### src/rtl/johnson_phase_monitor.sv
// Samples a Johnson counter code, decodes it to a phase index and tracks sequencing:
// illegal-code and wrong-successor pulses, lock after a run of good steps, and a saturating wrap count.
module johnson_phase_monitor #(
    parameter int WIDTH      = 4,
    parameter int PH_W       = 3,
    parameter int LOCK_CNT   = 3,
    parameter int CNT_W      = 8,
    parameter int ALLOW_HOLD = 0
) (
    input  logic             clk,
    input  logic             rst,
    input  logic             en,
    input  logic [WIDTH-1:0] jc_in,
    output logic [PH_W-1:0]  phase,
    output logic             phase_valid,
    output logic             illegal,
    output logic             seq_err,
    output logic             locked,
    output logic             wrap,
    output logic [CNT_W-1:0] wrap_cnt
);

    typedef enum logic [1:0] {IDLE, ACQUIRE, LOCKED} state_t;

    localparam logic [PH_W-1:0] PH_MAX = PH_W'(2 * WIDTH - 1);
    localparam logic [3:0]      GOOD_TARGET = 4'(LOCK_CNT);

    state_t           state_reg;
    logic [3:0]       good_reg;
    logic [PH_W-1:0]  pop_sum [WIDTH+1];
    logic [PH_W-1:0]  dec_phase;
    logic [PH_W-1:0]  succ_phase;
    logic [WIDTH-1:0] pow_chk;
    logic             code_legal;
    logic             is_succ;
    logic             is_hold;

    assign pop_sum[0] = '0;
    for (genvar gi = 0; gi < WIDTH; gi++) begin : g_pop
        assign pop_sum[gi+1] = pop_sum[gi] + {{(PH_W-1){1'b0}}, jc_in[gi]};
    end

    // 2*WIDTH is 0 modulo 2**PH_W, so the msb=1 branch reduces to a plain negation.
    assign dec_phase = jc_in[WIDTH-1] ? (PH_W'(2 * WIDTH) - pop_sum[WIDTH]) : pop_sum[WIDTH];

    // A Johnson state (or its complement when msb=1) is a run of low ones: adding 1 gives a power of two.
    assign pow_chk    = jc_in[WIDTH-1] ? (~jc_in + WIDTH'(1)) : (jc_in + WIDTH'(1));
    assign code_legal = (pow_chk != '0) && ((pow_chk & (pow_chk - WIDTH'(1))) == '0);

    assign succ_phase = (phase == PH_MAX) ? '0 : phase + PH_W'(1);
    assign is_succ    = (dec_phase == succ_phase);
    assign is_hold    = (ALLOW_HOLD != 0) && (dec_phase == phase);

    always_ff @(posedge clk) begin
        if (!rst) begin
            state_reg   <= IDLE;
            good_reg    <= '0;
            phase       <= '0;
            phase_valid <= 1'b0;
            illegal     <= 1'b0;
            seq_err     <= 1'b0;
            locked      <= 1'b0;
            wrap        <= 1'b0;
            wrap_cnt    <= '0;
        end else begin
            illegal <= 1'b0;
            seq_err <= 1'b0;
            wrap    <= 1'b0;
            if (en) begin
                if (!code_legal) begin
                    // Any illegal code falls back to IDLE; phase keeps the last legal value.
                    illegal     <= 1'b1;
                    phase_valid <= 1'b0;
                    locked      <= 1'b0;
                    good_reg    <= '0;
                    state_reg   <= IDLE;
                end else begin
                    case (state_reg)
                        IDLE: begin
                            state_reg   <= ACQUIRE;
                            phase       <= dec_phase;
                            phase_valid <= 1'b1;
                            good_reg    <= '0;
                        end
                        ACQUIRE: begin
                            if (is_succ) begin
                                phase    <= dec_phase;
                                good_reg <= good_reg + 4'd1;
                                if (good_reg + 4'd1 == GOOD_TARGET) begin
                                    state_reg <= LOCKED;
                                    locked    <= 1'b1;
                                end
                            end else if (!is_hold) begin
                                seq_err  <= 1'b1;
                                good_reg <= '0;
                                phase    <= dec_phase;
                            end
                        end
                        LOCKED: begin
                            if (is_succ) begin
                                phase <= dec_phase;
                                if (phase == PH_MAX) begin
                                    wrap <= 1'b1;
                                    if (wrap_cnt != '1) begin
                                        wrap_cnt <= wrap_cnt + CNT_W'(1);
                                    end
                                end
                            end else if (!is_hold) begin
                                seq_err   <= 1'b1;
                                good_reg  <= '0;
                                phase     <= dec_phase;
                                locked    <= 1'b0;
                                state_reg <= ACQUIRE;
                            end
                        end
                        default: begin
                            state_reg <= IDLE;
                            locked    <= 1'b0;
                        end
                    endcase
                end
            end
        end
    end

endmodule
### config.mk
export PLATFORM = sky130hd
export DESIGN_NAME = johnson_phase_monitor
export DESIGN_NICKNAME = d
export VERILOG_FILES = /design/src/rtl/johnson_phase_monitor.sv
export SDC_FILE = /design/constraint.sdc
export NUM_CORES = 1
export LEC_CHECK = 0
export ABC_AREA = 0
export CAP_MARGIN = 20
export CORE_MARGIN = 5
export CORE_UTILIZATION = 49
export CTS_BUF_LIST = sky130_fd_sc_hd__clkbuf_8
export CTS_CLUSTER_DIAMETER = 60
export DETAILED_ROUTE_END_ITERATION = 10
export GPL_ROUTABILITY_DRIVEN = 0
export HOLD_SLACK_MARGIN = 0.03
export PLACE_DENSITY = 0.84
export SLEW_MARGIN = 10
export SYNTH_ARGS = -nofsm -noshare
export SYNTH_HDL_FRONTEND = slang
export SYNTH_SLANG_ARGS = --single-unit
export TNS_END_PERCENT = 20
### constraint.sdc
create_clock -name clk -period 3.67 [get_ports clk]
set_clock_uncertainty 0.2 [all_clocks]
set_input_delay 0.734 -clock clk [delete_from_list [all_inputs] [get_ports clk]]
set_output_delay 0.734 -clock clk [all_outputs]
set_load 0.03 [all_outputs]
==> results of run 1 <==
==> cells in the mapped netlist (2+ instances only) <==
cell	instances	area, um2
and3_1	3	18.8
o21ai_0	11	55.1
buf_2	2	10.0
a31oi_1	2	12.5
and2_1	2	12.5
ha_1	12	150
a21oi_1	8	40.0
or3_1	2	12.5
dfxtp_1	22	440
a21o_1	3	22.5
nor3_1	7	35.0
nor2b_1	2	12.5
nor3b_1	3	22.5
mux2i_1	3	30.0
xnor2_1	3	26.3
nand3_1	4	20.0
a31o_2	2	17.5
a211oi_1	5	37.5
nor2_1	14	52.6
xor2_1	5	43.8
nand2_1	12	45.0
nand4_1	3	18.8
clkbuf_1	2	7.51
inv_1	15	56.3
nor4_1	3	18.8
==> worst max-delay path, cell delays in order <==
cell and delay [ns]:
buf_8 0.09, inv_8 0.03, fa_1 0.54, inv_2 0.05, ha_4 0.16, ha_4 0.26, inv_2 0.04, ha_4 0.25
mux2_4 0.15, buf_4 0.12, buf_6 0.11, nor3b_4 0.05, a211oi_4 0.40, a21oi_4 0.15, buf_6 0.16, buf_4 0.12
buf_4 0.14, a221oi_2 0.23, a211oi_2 0.10
==> routing by layer <==
metal,GRT usage,vias up
met5,0,-
met4,0.0531,0
met3,0.0378,16
met2,0.364,64
met1,0.219,672
li1,-,671
==> report_power, final <==
group          internal (mW)  switching (mW)
registers              0.244         0.00482
clock network          0.146          0.0869
logic                  0.118           0.134
total                  0.508           0.225
==> repair_timing <==
action                                  in CTS  in global routing
pin swaps                                   12                 15
hold buffers                                 0                  0
buffers inserted                             5                  2
endpoints found under the setup margin      17                 16
resized for setup                           30                 19
==> through the flow <==
stage / instance area [um2] / power (mW) / instances / utilization
finish: 2000 / 0.733 / 238 / 0.730
global route: 2000 / 0.763 / 238 / 0.730
CTS: 1900 / 0.692 / 236 / 0.694
detailed placement: 1750 / 0.431 / 227 / 0.640
global placement: 1750 / 0.423 / 227 / 0.640
floorplan: 1410 / 0.366 / 165 / -
==> worst max-delay path by stage <==
stage,from,endpoint
final,jc_in[0],locked$_SDFFE_PN0P_
after detailed placement,jc_in[0],locked$_SDFFE_PN0P_
after CTS,jc_in[0],good_reg[0]$_SDFFE_PN0P_
after global placement,jc_in[0],good_reg[0]$_SDFFE_PN0P_
after floorplan,jc_in[0],good_reg[0]$_SDFFE_PN0P_
after global routing,jc_in[1],locked$_SDFFE_PN0P_
==> logic make-up after synthesis <==
| family | count (synthesis) | synth area share |
|---|---|---|
| DFF | 22 | 0.320 |
| and+or+nand+nor | 62 | 0.237 |
| muxes | 4 | 0.0328 |
| xor gates and xnor gates | 8 | 0.0510 |
| AOI/OAI and AO/OA | 37 | 0.181 |
| buffers and inverters | 19 | 0.0537 |
| adders and majority gates | 13 | 0.124 |
==> final cells by class <==
type	instances	area [um2]
Fill cell	174	738
Inverter	15	63.8
Multi-Input combinational cell	124	1000
Clock buffer	3	41.3
Clock inverter	1	30.0
Timing Repair Buffer	42	380
Sequential cell	22	440
Tap cell	31	38.8
==> cells in the final DEF, fill, tap and decap left out, types with 4 or more instances in the layout <==
master            n
a21oi_1           6
buf_4            16
buf_6             4
clkdlybuf4s50_1  19
dfxtp_1          22
ha_1              9
inv_1            10
inv_2             4
nand2_1          11
nand3_1           4
nor2_1           12
nor3_1            6
o21ai_0           7
xor2_1            5
==> metrics, run 1 <==
outcome finished with violations; failing checks negative setup slack; # IOs 23; PD cells approximately 370 mW/mm2; CP Launch Type input port; worst reg-to-reg path cell count 10; Critical R2R Launch phase[0]$_SDFFE_PN0P_; final wirelength around 4100 um; Syn Inst Count approximately 170; site row count 19; Vias/cell 5.98; Worst-path clk slew 0.09 ns; TritonCTS clock tree yes; Static Leak approximately 0.75 nW; vias in the first global route 1409; endpoints failing setup 16; Chip Width 63.0 um; Die ar. 0.00397 mm2; pin count of the biggest net entering global routing 17; DRC errors left 0; Top Layer Used met4; Mean Syn Cell Area 8.33 um2; mapped cell area 0.00138 mm2; CP Class input port to flip-flop; Total GRT Usage 0.195; Place WS -1.11 ns; initial antenna violation count 0; DPL Wire Length around 2700 um; RSZ-0062 raised after global routing true; Most used DFF post-synth dfxtp_1; Starting DRT DRC Count 65; Hold Path Sink good_reg[2]$_SDFFE_PN0P_; relative slew slack 0.555; clk buf depth 2; Die H 63.0 um; share of layout cells above drive strength 1 0.285; Setup WS post-layout -0.265 ns; hold_sp good_reg[2]$_SDFFE_PN0P_; WL met2 2090 um; Slew Limit Fails 0; Ys Warns 0; core box area between 0.002 and 0.003 mm2; Root Driver clkbuf_8; worst slew pin tran 0.662 ns; Mapped Nets about 190; worst hold path stage count 2; register area share after synthesis 0.320; first-pass GRT wire length 6350 um; r2r endpoint locked$_SDFFE_PN0P_; synth-to-layout area growth 45.1%; antenna viol nets, final 0; Worst VDD drop 0.000347 V; #FFs+latches synth 22; Num CTS Buffers 3; Worst Path Required ~3.6 ns; max-cap violations 0; Initial Utilization 0.503; Largest register FFs 8; Routed WL per cell 17.0 um; Final Hold Viols 0; grt total ovfl 0; Worst setup EP type flip-flop; WL met1 roughly 1600 um; Clock Sinks 22; setup TNS -2.33 ns; number of port buffers 22; H-tree depth 1; Antenna diodes 0; crit path DAT approximately 3.9 ns; Post-synth EDFFs 0; Crit Path Max Fanout 3; total number of vias between 1000 and 1500; min Tclk post-route a little under 4 ns; metal3 WL around 240 um; # nets final approximately 230; Clock Latency Late Sink roughly 0.27 ns; Fin Hold WS 0.315 ns; Synth async-reset ratio 0; fmax 254 MHz; Reg2Reg Setup Slack 1.02 ns; Pre-Repair DR Iteration Count 5; HP Class flip-flop to flip-flop; Synth cell types 40; period utilization 1.07
No activity file was read; power rests on OpenSTA's default activity.
==> run 2: changes to the inputs <==
--- a/config.mk
+++ b/config.mk
@@ -7,7 +7,7 @@
 export LEC_CHECK = 0
 export ABC_AREA = 0
 export CAP_MARGIN = 20
-export CORE_MARGIN = 5
+export CORE_MARGIN = 3
 export CORE_UTILIZATION = 49
 export CTS_BUF_LIST = sky130_fd_sc_hd__clkbuf_8
 export CTS_CLUSTER_DIAMETER = 60
==> metrics, run 2 (synthesis gave the netlist of run 1 again) <==
outcome finished with violations (unchanged); failing checks negative setup slack (unchanged); Post-Layout Inst Area 0.00205 mm2 (was 0.00200 mm2); Pre-Repair DR Iteration Count 5 (unchanged); first-pass GRT wire length 6920 um (was 6350 um); min Tclk post-route 3.91 ns (was 3.94 ns); # nets final 237 (was 228); worst hold path stage count 2 (unchanged); Reg2Reg Setup Slack 1.03 ns (was 1.02 ns); Worst-path clk slew 0.09 ns (about the same); CP Class input port to flip-flop (unchanged); final wirelength 4500 um (was 4060 um); Final Hold Viols 0 (unchanged); Initial Utilization 0.536 (was 0.503); worst slew pin tran 0.627 ns (was 0.662 ns); H-tree depth 1 (unchanged); Worst VDD drop 0.000386 V (was 0.000347 V); clk buf depth 2 (unchanged); Fillers 145 (was 174); Total GRT Usage 0.258 (was 0.195); commonest non-fill, non-tap cell in the layout buf_4 (was dfxtp_1); Final Core Density 0.800 (was 0.730); Routed WL per cell 18.3 um (was 17.0 um); max-cap violations 0 (unchanged); Tot Pwr 722 uW (was 733 uW); period utilization 1.07 (about the same); Num CTS Buffers 3 (unchanged); r2r endpoint locked$_SDFFE_PN0P_ (unchanged); worst reg-to-reg path cell count 9 (was 10); Worst setup EP type flip-flop (unchanged); PD cells 351 mW/mm2 (was 367 mW/mm2); synth-to-layout area growth 49.4% (was 45.1%); Root Driver clkbuf_8 (unchanged); Worst Path Required 3.67 ns (was 3.61 ns); hold_sp wrap_cnt[7]$_SDFFE_PN0P_ (was good_reg[2]$_SDFFE_PN0P_); Antenna diodes 0 (unchanged); Crit Path Max Fanout 5 (was 3); fmax 256 MHz (was 254 MHz); Die ar. 0.00348 mm2 (was 0.00397 mm2); # IOs 23 (unchanged); Critical R2R Launch phase[0]$_SDFFE_PN0P_ (unchanged); Chip Width 59.0 um (was 63.0 um); number of port buffers 22 (unchanged); commonest cells after routing, fill and taps aside 27 x buf_4, 22 x dfxtp_1, 19 x clkdlybuf4s50_1 (was 22 x dfxtp_1, 19 x clkdlybuf4s50_1, 16 x buf_4); Hold Path Sink wrap_cnt[7]$_SDFFE_PN0P_ (was good_reg[2]$_SDFFE_PN0P_); grt total ovfl 0 (unchanged); CTS Hold Bufs 0 (unchanged); relative slew slack 0.579 (was 0.555); Clock Latency Late Sink 0.28 ns (was 0.27 ns); share of layout cells above drive strength 1 0.306 (was 0.285); Place WS -1.00 ns (was -1.11 ns); TritonCTS clock tree yes (unchanged); Static Leak 0.788 nW (was 0.755 nW); Clock Sinks 22 (unchanged); Starting DRT DRC Count 98 (was 65); Die H 59.0 um (was 63.0 um); Slew Limit Fails 0 (unchanged); Placed Area 0.00174 mm2 (was 0.00175 mm2); core box area 0.00257 mm2 (was 0.00273 mm2); HP Class flip-flop to flip-flop (unchanged); antenna viol nets, final 0 (unchanged); Largest register FFs 8 (unchanged); pin count of the biggest net entering global routing 17 (unchanged); site row count 18 (was 19); CP Launch Type input port (unchanged); DRC errors left 0 (unchanged); initial antenna violation count 0 (unchanged); Vias/cell 6.20 (was 5.98); crit path DAT 3.91 ns (was 3.87 ns); DPL Wire Length 2630 um (was 2680 um); vias in the first global route 1505 (was 1409); endpoints failing setup 19 (was 16); Setup WS post-layout -0.243 ns (was -0.265 ns); RSZ-0062 raised after global routing true (unchanged); total number of vias 1526 (was 1423)
==> run 2: final cells by class <==
class                   count  area, um2  share of cell area
multi-input cells         124        986               0.480
repair buffers             51        450               0.219
flip-flops and latches     22        440               0.214
inverters                  15       68.8              0.0335
clock buffers               3       41.3              0.0201
well taps                  30       37.5              0.0183
clock inverters             1       30.0              0.0146
==> run 2: timing repair <==
item	in CTS	in global routing
pin swaps	12	10
endpoints found under the hold margin	0	0
endpoints found under the setup margin	17	19
gates resized for setup	23	21
buffers inserted	16	2
==> run 2: layer usage <==
| layer | share of wire | vias up | global-route usage |
|---|---|---|---|
| met5 | 0 | - | 0 |
| met4 | 0.044 | 0 | 0.126 |
| met3 | 0.073 | 27 | 0.0784 |
| met2 | 0.49 | 99 | 0.429 |
| met1 | 0.39 | 715 | 0.299 |
| li1 | - | 685 | - |
==> run 2: worst max path at each step <==
stage / depth (start not counted) / slack [ns] / to / startpoint
after global placement: 15 / -0.88 / good_reg[0]$_SDFFE_PN0P_ / jc_in[0]
after detailed placement: 15 / -1.00 / good_reg[0]$_SDFFE_PN0P_ / jc_in[0]
after CTS: 15 / -0.34 / good_reg[0]$_SDFFE_PN0P_ / jc_in[0]
after floorplan: 14 / -0.25 / good_reg[0]$_SDFFE_PN0P_ / jc_in[0]
final: 15 / -0.24 / wrap_cnt[5]$_SDFFE_PN0P_ / jc_in[1]
after global routing: 15 / -0.35 / wrap_cnt[5]$_SDFFE_PN0P_ / jc_in[1]
==> run 2: per-stage QoR <==
stage                     setup TNS (ns)  hold slack (ns)  cells
after CTS                          -3.28            0.318    245
after floorplan                    -2.13            0.266    165
after global placement            -13.09            0.280    225
final                              -2.43            0.319    246
after detailed placement          -14.64            0.308    225
after global routing               -4.68            0.348    246
==> run 2: critical path, cell delays in order <==
cell,delay [ns]
buf_8,0.08
inv_4,0.03
fa_1,0.53
inv_1,0.05
ha_2,0.17
ha_4,0.28
inv_4,0.03
ha_4,0.20
mux2_4,0.27
xor2_2,0.14
or4_4,0.48
a21oi_4,0.24
nand3_2,0.16
or3_1,0.35
a21oi_1,0.15
==> run 2: power breakdown <==
| group | internal (mW) | switching, mW | leakage, nW |
|---|---|---|---|
| clock | 0.146 | 0.0859 | 0.0357 |
| combinational | 0.113 | 0.128 | 0.574 |
| sequential | 0.244 | 0.00516 | 0.178 |
==> run 3: changes to the inputs <==
--- a/config.mk
+++ b/config.mk
@@ -19,4 +19,4 @@
 export SYNTH_ARGS = -nofsm -noshare
 export SYNTH_HDL_FRONTEND = slang
 export SYNTH_SLANG_ARGS = --single-unit
-export TNS_END_PERCENT = 20
+export TNS_END_PERCENT = 5
==> metrics, run 3 (synthesis gave the netlist of run 1 again) <==
commonest non-fill, non-tap cell in the layout dfxtp_1 (was buf_4); CP Launch Type input port (unchanged); Critical R2R Launch phase[0]$_SDFFE_PN0P_ (unchanged); outcome finished with violations (unchanged); Final Hold Viols 0 (unchanged); Hold Path Sink good_reg[2]$_SDFFE_PN0P_ (was wrap_cnt[7]$_SDFFE_PN0P_); grt total ovfl 0 (unchanged); Fin Hold WS 0.320 ns (was 0.319 ns); Post-Layout Inst Area 0.00187 mm2 (was 0.00205 mm2); Setup WS post-layout -0.235 ns (was -0.243 ns); RSZ-0062 raised after global routing true (unchanged); Final Core Density 0.729 (was 0.800); Fillers 189 (was 145); Die H 59.0 um (unchanged); DRC errors left 0 (unchanged); worst hold path stage count 2 (unchanged); Worst Path Required 3.67 ns (about the same); total number of vias 1356 (was 1526); Pre-Repair DR Iteration Count 4 (was 5); final wirelength 3670 um (was 4500 um); failing checks negative setup slack (unchanged); commonest cells after routing, fill and taps aside 22 x dfxtp_1, 19 x clkdlybuf4s50_1, 17 x buf_4 (was 27 x buf_4, 22 x dfxtp_1, 19 x clkdlybuf4s50_1); setup TNS -2.10 ns (was -2.43 ns); first-pass GRT wire length 6090 um (was 6920 um); HP Class flip-flop to flip-flop (unchanged); min Tclk post-route 3.90 ns (was 3.91 ns); CP Class input port to flip-flop (unchanged); Clock Sinks 22 (unchanged); Crit Path Max Fanout 6 (was 5); max-cap violations 0 (unchanged); # IOs 23 (unchanged); r2r endpoint good_reg[0]$_SDFFE_PN0P_ (was locked$_SDFFE_PN0P_); fmax 256 MHz (about the same); hold_sp good_reg[2]$_SDFFE_PN0P_ (was wrap_cnt[7]$_SDFFE_PN0P_); Initial Utilization 0.536 (unchanged); Largest register FFs 8 (unchanged); endpoints failing setup 15 (was 19); Place WS -1.08 ns (was -1.00 ns); Routed WL per cell 15.7 um (was 18.3 um); site row count 18 (unchanged); Starting DRT DRC Count 71 (was 98); Worst setup EP type flip-flop (unchanged); Worst VDD drop 0.000353 V (was 0.000386 V); Vias/cell 5.79 (was 6.20); Die ar. 0.00348 mm2 (unchanged); core box area 0.00257 mm2 (unchanged); clk buf depth 2 (unchanged); period utilization 1.06 (was 1.07); PD cells 333 mW/mm2 (was 351 mW/mm2); initial antenna violation count 0 (unchanged); Static Leak 0.714 nW (was 0.788 nW); crit path DAT 3.90 ns (was 3.91 ns); share of layout cells above drive strength 1 0.221 (was 0.306); vias in the first global route 1378 (was 1505); Root Driver clkbuf_8 (unchanged); DPL Wire Length 2400 um (was 2630 um); # nets final 225 (was 237); TritonCTS clock tree yes (unchanged); synth-to-layout area growth 36.1% (was 49.4%); H-tree depth 1 (unchanged); relative slew slack 0.563 (was 0.579); Placed Area 0.00171 mm2 (was 0.00174 mm2); Slew Limit Fails 0 (unchanged); Chip Width 59.0 um (unchanged); worst reg-to-reg path cell count 7 (was 9); antenna viol nets, final 0 (unchanged); worst slew pin tran 0.651 ns (was 0.627 ns); number of port buffers 22 (unchanged); pin count of the biggest net entering global routing 17 (unchanged); Worst-path clk slew 0.08 ns (was 0.09 ns); Antenna diodes 0 (unchanged); Total GRT Usage 0.227 (was 0.258); Num CTS Buffers 3 (unchanged); Reg2Reg Setup Slack 1.14 ns (was 1.03 ns); Clock Latency Late Sink 0.26 ns (was 0.28 ns)
==> run 3: cell count changes in the layout (fill, tap and decap cells not counted), moves of 2 or more <==
cell	previous run	this run
buf_8	2	0
inv_2	1	4
a211oi_1	2	5
a211oi_2	3	0
buf_4	27	17
nor4_1	1	3
nand3_2	2	0
==> run 3: metrics by stage <==
stage          instances  power (mW)
6_report             234       0.624
2_1_floorplan        165       0.359
5_1_grt              234       0.653
3_5_place_dp         226       0.422
4_1_cts              232       0.613
3_3_place_gp         226       0.415
==> run 3: repair_timing <==
action,in CTS,in global routing
setup buffers,2,2
pin swaps,13,12
setup endpoints to repair,17,16
hold buffers,0,0
gates resized for setup,27,9
==> run 3: critical path, stage by stage <==
cell and delay [ns]:
buf_6 0.07, inv_2 0.03, fa_1 0.55, inv_2 0.05, ha_4 0.16, ha_4 0.28, inv_4 0.04, ha_4 0.20
mux2_4 0.26, xor2_1 0.14, or4_4 0.46, a21oi_4 0.28, nand2_2 0.09, or4_4 0.42, a21oi_2 0.13
==> run 3: how the worst max path moves through the flow <==
stage          slack [ns]      from                  endpoint
2_1_floorplan       -0.35  jc_in[0]  good_reg[0]$_SDFFE_PN0P_
3_3_place_gp        -0.88  jc_in[0]  good_reg[0]$_SDFFE_PN0P_
3_5_place_dp        -1.08  jc_in[0]  good_reg[3]$_SDFFE_PN0P_
4_1_cts             -0.31  jc_in[0]  wrap_cnt[7]$_SDFFE_PN0P_
5_1_grt             -0.32  jc_in[0]  good_reg[0]$_SDFFE_PN0P_
6_report            -0.23  jc_in[0]  good_reg[0]$_SDFFE_PN0P_
==> run 3: area by class of cell <==
| cell class | instances | area [um2] | area share |
|---|---|---|---|
| Sequential cell | 22 | 440 | 0.235 |
| Clock buffer | 4 | 55.1 | 0.0294 |
| Timing Repair Buffer | 39 | 345 | 0.184 |
| Multi-Input combinational cell | 124 | 935 | 0.499 |
| Inverter | 15 | 58.8 | 0.0314 |
| Tap cell | 30 | 37.5 | 0.0201 |
==> run 3: power by group <==
group / leakage [nW] / internal [mW] / switching (mW)
sequential: 0.178 / 0.244 / 0.00461
clock: 0.0288 / 0.0956 / 0.0761
combinational: 0.507 / 0.0955 / 0.108
==> run 3: layer usage <==
layer	GRT usage	part of all wire	vias to the layer above	wire, um
li1	-	-	666	-
met1	0.270	0.41	636	1510
met2	0.396	0.52	46	1920
met3	0.0545	0.049	8	180
met4	0.0809	0.015	0	56
met5	0	0	-	0
==> patch 1, RTL diff (flow settings as in run 3) <==
`ALLOW_HOLD`: 0 -> 1.
--- a/src/rtl/johnson_phase_monitor.sv
+++ b/src/rtl/johnson_phase_monitor.sv
@@ -5,7 +5,7 @@
     parameter int PH_W       = 3,
     parameter int LOCK_CNT   = 3,
     parameter int CNT_W      = 8,
-    parameter int ALLOW_HOLD = 0
+    parameter int ALLOW_HOLD = 1
 ) (
     input  logic             clk,
     input  logic             rst,
Function: changed (a bounded check fails within 4 cycles, from zero or initial values and one cycle with rst low).
==> patch 1 against run 3 <==
The run still ends with setup timing left. Core utilization rose by 1.0 points. Critical path depth grew 3. Non-clock buffer count is 8 higher. Register-to-register slack got worse by 450 ps. Area after synthesis is 7.7% higher. Power rose by 27%. Cell area up 12%. Critical path type unchanged. Highest routed layer unchanged. Setup slack lost 74 ps. Largest power group is now combinational cells. Combinational power grew 52%. Sequential cell count is the same. Critical endpoint is now good_reg[3]. Routed wire length is 15% higher.
==> patch 1: results (changes against run 3) <==
Global route
  • First-pass GRT wire length: 6.67 mm (+9.5%)
  • Tot GR Track Use: 23.9% (+1.2 points)
  • Global-route track usage on met1: 28.6% (+1.7 points)
  • Met2 Use GR: 42.3% (+2.7 points)
  • Met3 Track Usage GR: 3.83% (-1.6 points)
  • Largest net degree at the start of global routing: 16 (-1)
  • Busiest layer in global routing: met2
  • Number of global-route vias before repair: 1546 (+12%)

CTS
  • Clock Latency Late Sink: about 270 ps
  • H-tree depth: 1 (unchanged)
  • CTS buffer count: 3 (unchanged)

Synthesis
  • Adder-cell share of the synthesized area: 11.5% (-0.89 points)
  • Post-synthesis mux area share: 2.96% (-0.32 points)
  • XOR/XNOR Fraction of Synth Area: 8.61% (+3.5 points)
  • Top cells by area, synth: dfxtp_1 (30%), ha_1 (10%), xnor2_1 (4.7%)
  • Sequential area share after synthesis: 29.7% (-2.3 points)
  • Ys Warns: 0 (unchanged)
  • Post-synth cell types: 48 (+20%)
  • Synth top cells by count: dfxtp_1 (22), inv_1 (13), nor2_1 (13), ha_1 (12), nand3_1 (12)
  • Synth Area in Compound Gates: 15.7% (-2.4 points)
  • Synthesized net count: 193 (+4.3%)

Critical path
  • Crit path max fanout: 3 (-3)
  • Launching point of the worst reg2reg path: phase[0]
  • CP max stage delay: 510 ps (-40 ps)
  • Worst reg2reg endpoint: good_reg[3]
  • Worst reg2reg path depth: 10 (+3)
  • Reg2reg setup slack: 690 ps (-450 ps)

Outcome
  • Outcome: finished, violations left
  • Violated checks: setup timing

Final layout
  • Max reg flops: 8 (unchanged)
  • Post-layout nets: 239 (+6.2%)
  • Layout cells sized above 1: 26.6% (+4.5 points)

Hold path
  • Hold endpoint: locked
  • Worst Hold Launch: locked

STA
  • Setup ws final: -309 ps (-73.7 ps)
  • Worst-margin pin slew: 574 ps (-76.2 ps)
  • Setup violations, final: 15 (unchanged)
  • Setup TNS: -2020 ps (+71.4 ps)

Routing
  • Via-to-Cell Ratio: 6.04 (+4.3%)
  • DRT iter0 DRCs: 86 (+21%)
  • Detailed Routing Iterations Pass 1: 5 (+1)
  • Routed len/inst: 16.9 um (+7.8%)

Power and ir drop
  • P_leak: 0.000840 uW (+18%)
  • Maximum VDD drop: 0.254 mV (-28%)

Placed design
  • Final HPWL DP: 2.85 mm (+18%)
-- patch 1: layer usage --
layer  wire [um]  share of wire [%]
met1        1750                 41
met2        2120                 50
met3         211                5.0
met4         130                3.1
met5           0                  0
-- patch 1: kinds of logic (layout without fill, tap and decap cells) --
kind of cell    after synthesis  in the layout
compound gates               32             32
xor+xnor                     13             13
fa+ha+maj                    13             13
buf+inv                      19             64
flops                        22             22
mux                           4              4
simple gates                 70             70
-- patch 1: final cells by class --
class                           count  area, um2
Multi-Input combinational cell    132       1080
Fill cell                         196        738
Sequential cell                    22        440
Timing Repair Buffer               47        410
Inverter                           13       48.8
Clock buffer                        3       41.3
Tap cell                           31       38.8
Clock inverter                      1       30.0
-- patch 1: how the worst max path moves through the flow --
stage,startpoint,slack (ps),depth (start not counted),endpoint
after CTS,jc_in[3],-300,15,good_reg[3]
after global routing,jc_in[3],-410,18,good_reg[3]
final,jc_in[1],-310,18,good_reg[3]
after floorplan,jc_in[0],-370,14,good_reg[3]
after detailed placement,jc_in[0],-980,16,locked
after global placement,jc_in[0],-830,17,good_reg[3]
-- patch 1: worst register-to-register path, stage by stage, from the launching register on --
cell       delay, ps
dfxtp_1          380
ha_1             230
ha_1             220
or4bb_1          490
nor2_1           190
nor3_4            70
buf_4            140
a21o_1           170
or4_4            500
o21a_1           220
a2bb2oi_2        100
-- patch 1: stage by stage --
step / power (uW) / hold WS [ps] / instances / instance area [um2] / worst slack [ps]
after CTS: 767 / 285 / 248 / 2040 / -297
after detailed placement: 511 / 273 / 242 / 1920 / -979
final: 791 / 299 / 249 / 2090 / -309
after global routing: 828 / 336 / 249 / 2090 / -407
after global placement: 499 / 256 / 242 / 1920 / -826
after floorplan: 408 / 269 / 173 / 1520 / -366
-- patch 1: report_power, final --
group	switching [uW]	internal (uW)
logic	158	151
registers	7.34	246
clock network	82.7	146
-- patch 1: timing repair --
| item | in CTS | in global routing |
|---|---|---|
| setup endpoints to repair | 20 | 19 |
| pin swaps | 9 | 3 |
| resized for setup | 28 | 9 |
| setup buffers | 2 | 1 |
==> patch 2, RTL diff (config.mk and constraints of run 3) <==
Made on the original files. Make the reset (`rst`) asynchronous in one clocked block.
--- a/src/rtl/johnson_phase_monitor.sv
+++ b/src/rtl/johnson_phase_monitor.sv
@@ -51,7 +51,7 @@
     assign is_succ    = (dec_phase == succ_phase);
     assign is_hold    = (ALLOW_HOLD != 0) && (dec_phase == phase);
 
-    always_ff @(posedge clk) begin
+    always_ff @(posedge clk or negedge rst) begin
         if (!rst) begin
             state_reg   <= IDLE;
             good_reg    <= '0;
Check against the original RTL: differs if rst is asserted again (counterexample within 4 cycles, from zero or initial values and one cycle with rst low); with rst held inactive, the same outputs for 10 cycles.
==> patch 2 against run 3 <==
Routed wire length shrank 12%. Sequential cell count is the same. Global-route usage shrank 2.8 points. Setup slack gained 330 ps. Core utilization grew 1.2 points. Largest power group is now combinational cells. Fmax grew 9.1%. Area after synthesis grew 1.0%. Cell area grew 2.5%. First-iteration DRC count shrank 7.0%. Power grew 30%. Via count shrank 15%. Critical path type unchanged.
==> patch 2: results (changes against run 3) <==
Outcome
  • Outcome: finished clean

Final layout
  • Sequential Area: 551 um2 (+25%)
  • Post-layout nets: 201 (-11%)
  • Fill count: 186 (-1.6%)

Power and ir drop
  • P_comb: 350 uW (+72%)
  • P_leak: 0.000877 uW (+23%)
  • Pint: 529 uW (+21%)
  • Sw Ratio: 34.6% (+4.4 points)
  • Maximum VDD drop: 0.356 mV (+0.95%)

STA
  • Hold Slack: 323 ps (+2.98 ps)
  • Worst-margin pin slew: 381 ps (-270 ps)
  • Setup ws final: 90.9 ps (+326 ps)

Global route
  • Largest net degree at the start of global routing: 23 (+6)
  • First-pass GRT wire length: 5.25 mm (-14%)
  • Met2 Use GR: 35.3% (-4.3 points)
  • Met3 Track Usage GR: 2.83% (-2.6 points)
  • Tot GR Track Use: 19.9% (-2.8 points)
  • Number of global-route vias before repair: 1152 (-16%)

Synthesis
  • Top cells by area, synth: dfrtp_1 (40%), ha_1 (11%), xnor2_1 (6.3%)
  • Post-synth cell types: 37 (-7.5%)
  • Synth top cells by count: dfrtp_1 (22), ha_1 (12), inv_1 (12), xnor2_1 (10), nand2_1 (9)
  • Mapped Cells: 136 (-18%)
  • Sequential area share after synthesis: 39.6% (+7.6 points)
  • FFs w/ async S/R, synth: 100% (+100 points)

Critical path
  • Crit path max fanout: 7 (+1)
  • Worst reg2reg path depth: 9 (+2)
  • Launching point of the worst reg2reg path: phase[0]
  • CP startpoint: jc_in[1]
  • CP max stage delay: 500 ps (-50 ps)
  • CP Data Arrival Time: 3530 ps (-370 ps)
  • Critical Path Sink: wrap_cnt[6]
  • Reg2reg setup slack: 1040 ps (-100 ps)

Routing
  • WL final: 3.22 mm (-12%)
  • WL met2: 1.74 mm (-9.5%)
  • DRT iter0 DRCs: 66 (-7.0%)
  • Via-to-Cell Ratio: 5.49 (-5.3%)
  • Met1 Routed Length: 1.33 mm (-12%)
  • Met3 Wirelength: 90 um (-50%)

Placed design
  • Final HPWL DP: 2.40 mm (-0.34%)

CTS
  • Setup bufs post-CTS: 1 (-1)
-- patch 2: worst min-delay path by stage --
stage	start	to	cells past startpoint
2_1_floorplan	rst	good_reg[0]	0
5_1_grt	wrap_cnt[4]	wrap_cnt[4]	1
3_3_place_gp	wrap_cnt[4]	wrap_cnt[4]	1
4_1_cts	wrap_cnt[3]	wrap_cnt[3]	1
3_5_place_dp	phase_valid	phase_valid	2
6_report	wrap_cnt[3]	wrap_cnt[3]	1
-- patch 2: cell families after synthesis --
logic type                 Yosys count  share of synthesized area, %
muxes                                6                          5.04
buffers and inverters               12                          3.24
AOI/OAI and AO/OA                   20                          10.0
xor gates and xnor gates            11                          6.94
DFF                                 22                          39.6
and+or+nand+nor                     52                          22.9
adders and majority gates           13                          12.3
-- patch 2: area by class of cell --
class                      count  area share, %
clock buffer                   4           2.87
tap                           30           1.96
multi-input combinational    102           45.1
sequential                    22           28.7
inverter                      12           2.35
timing repair buffer          40           19.0
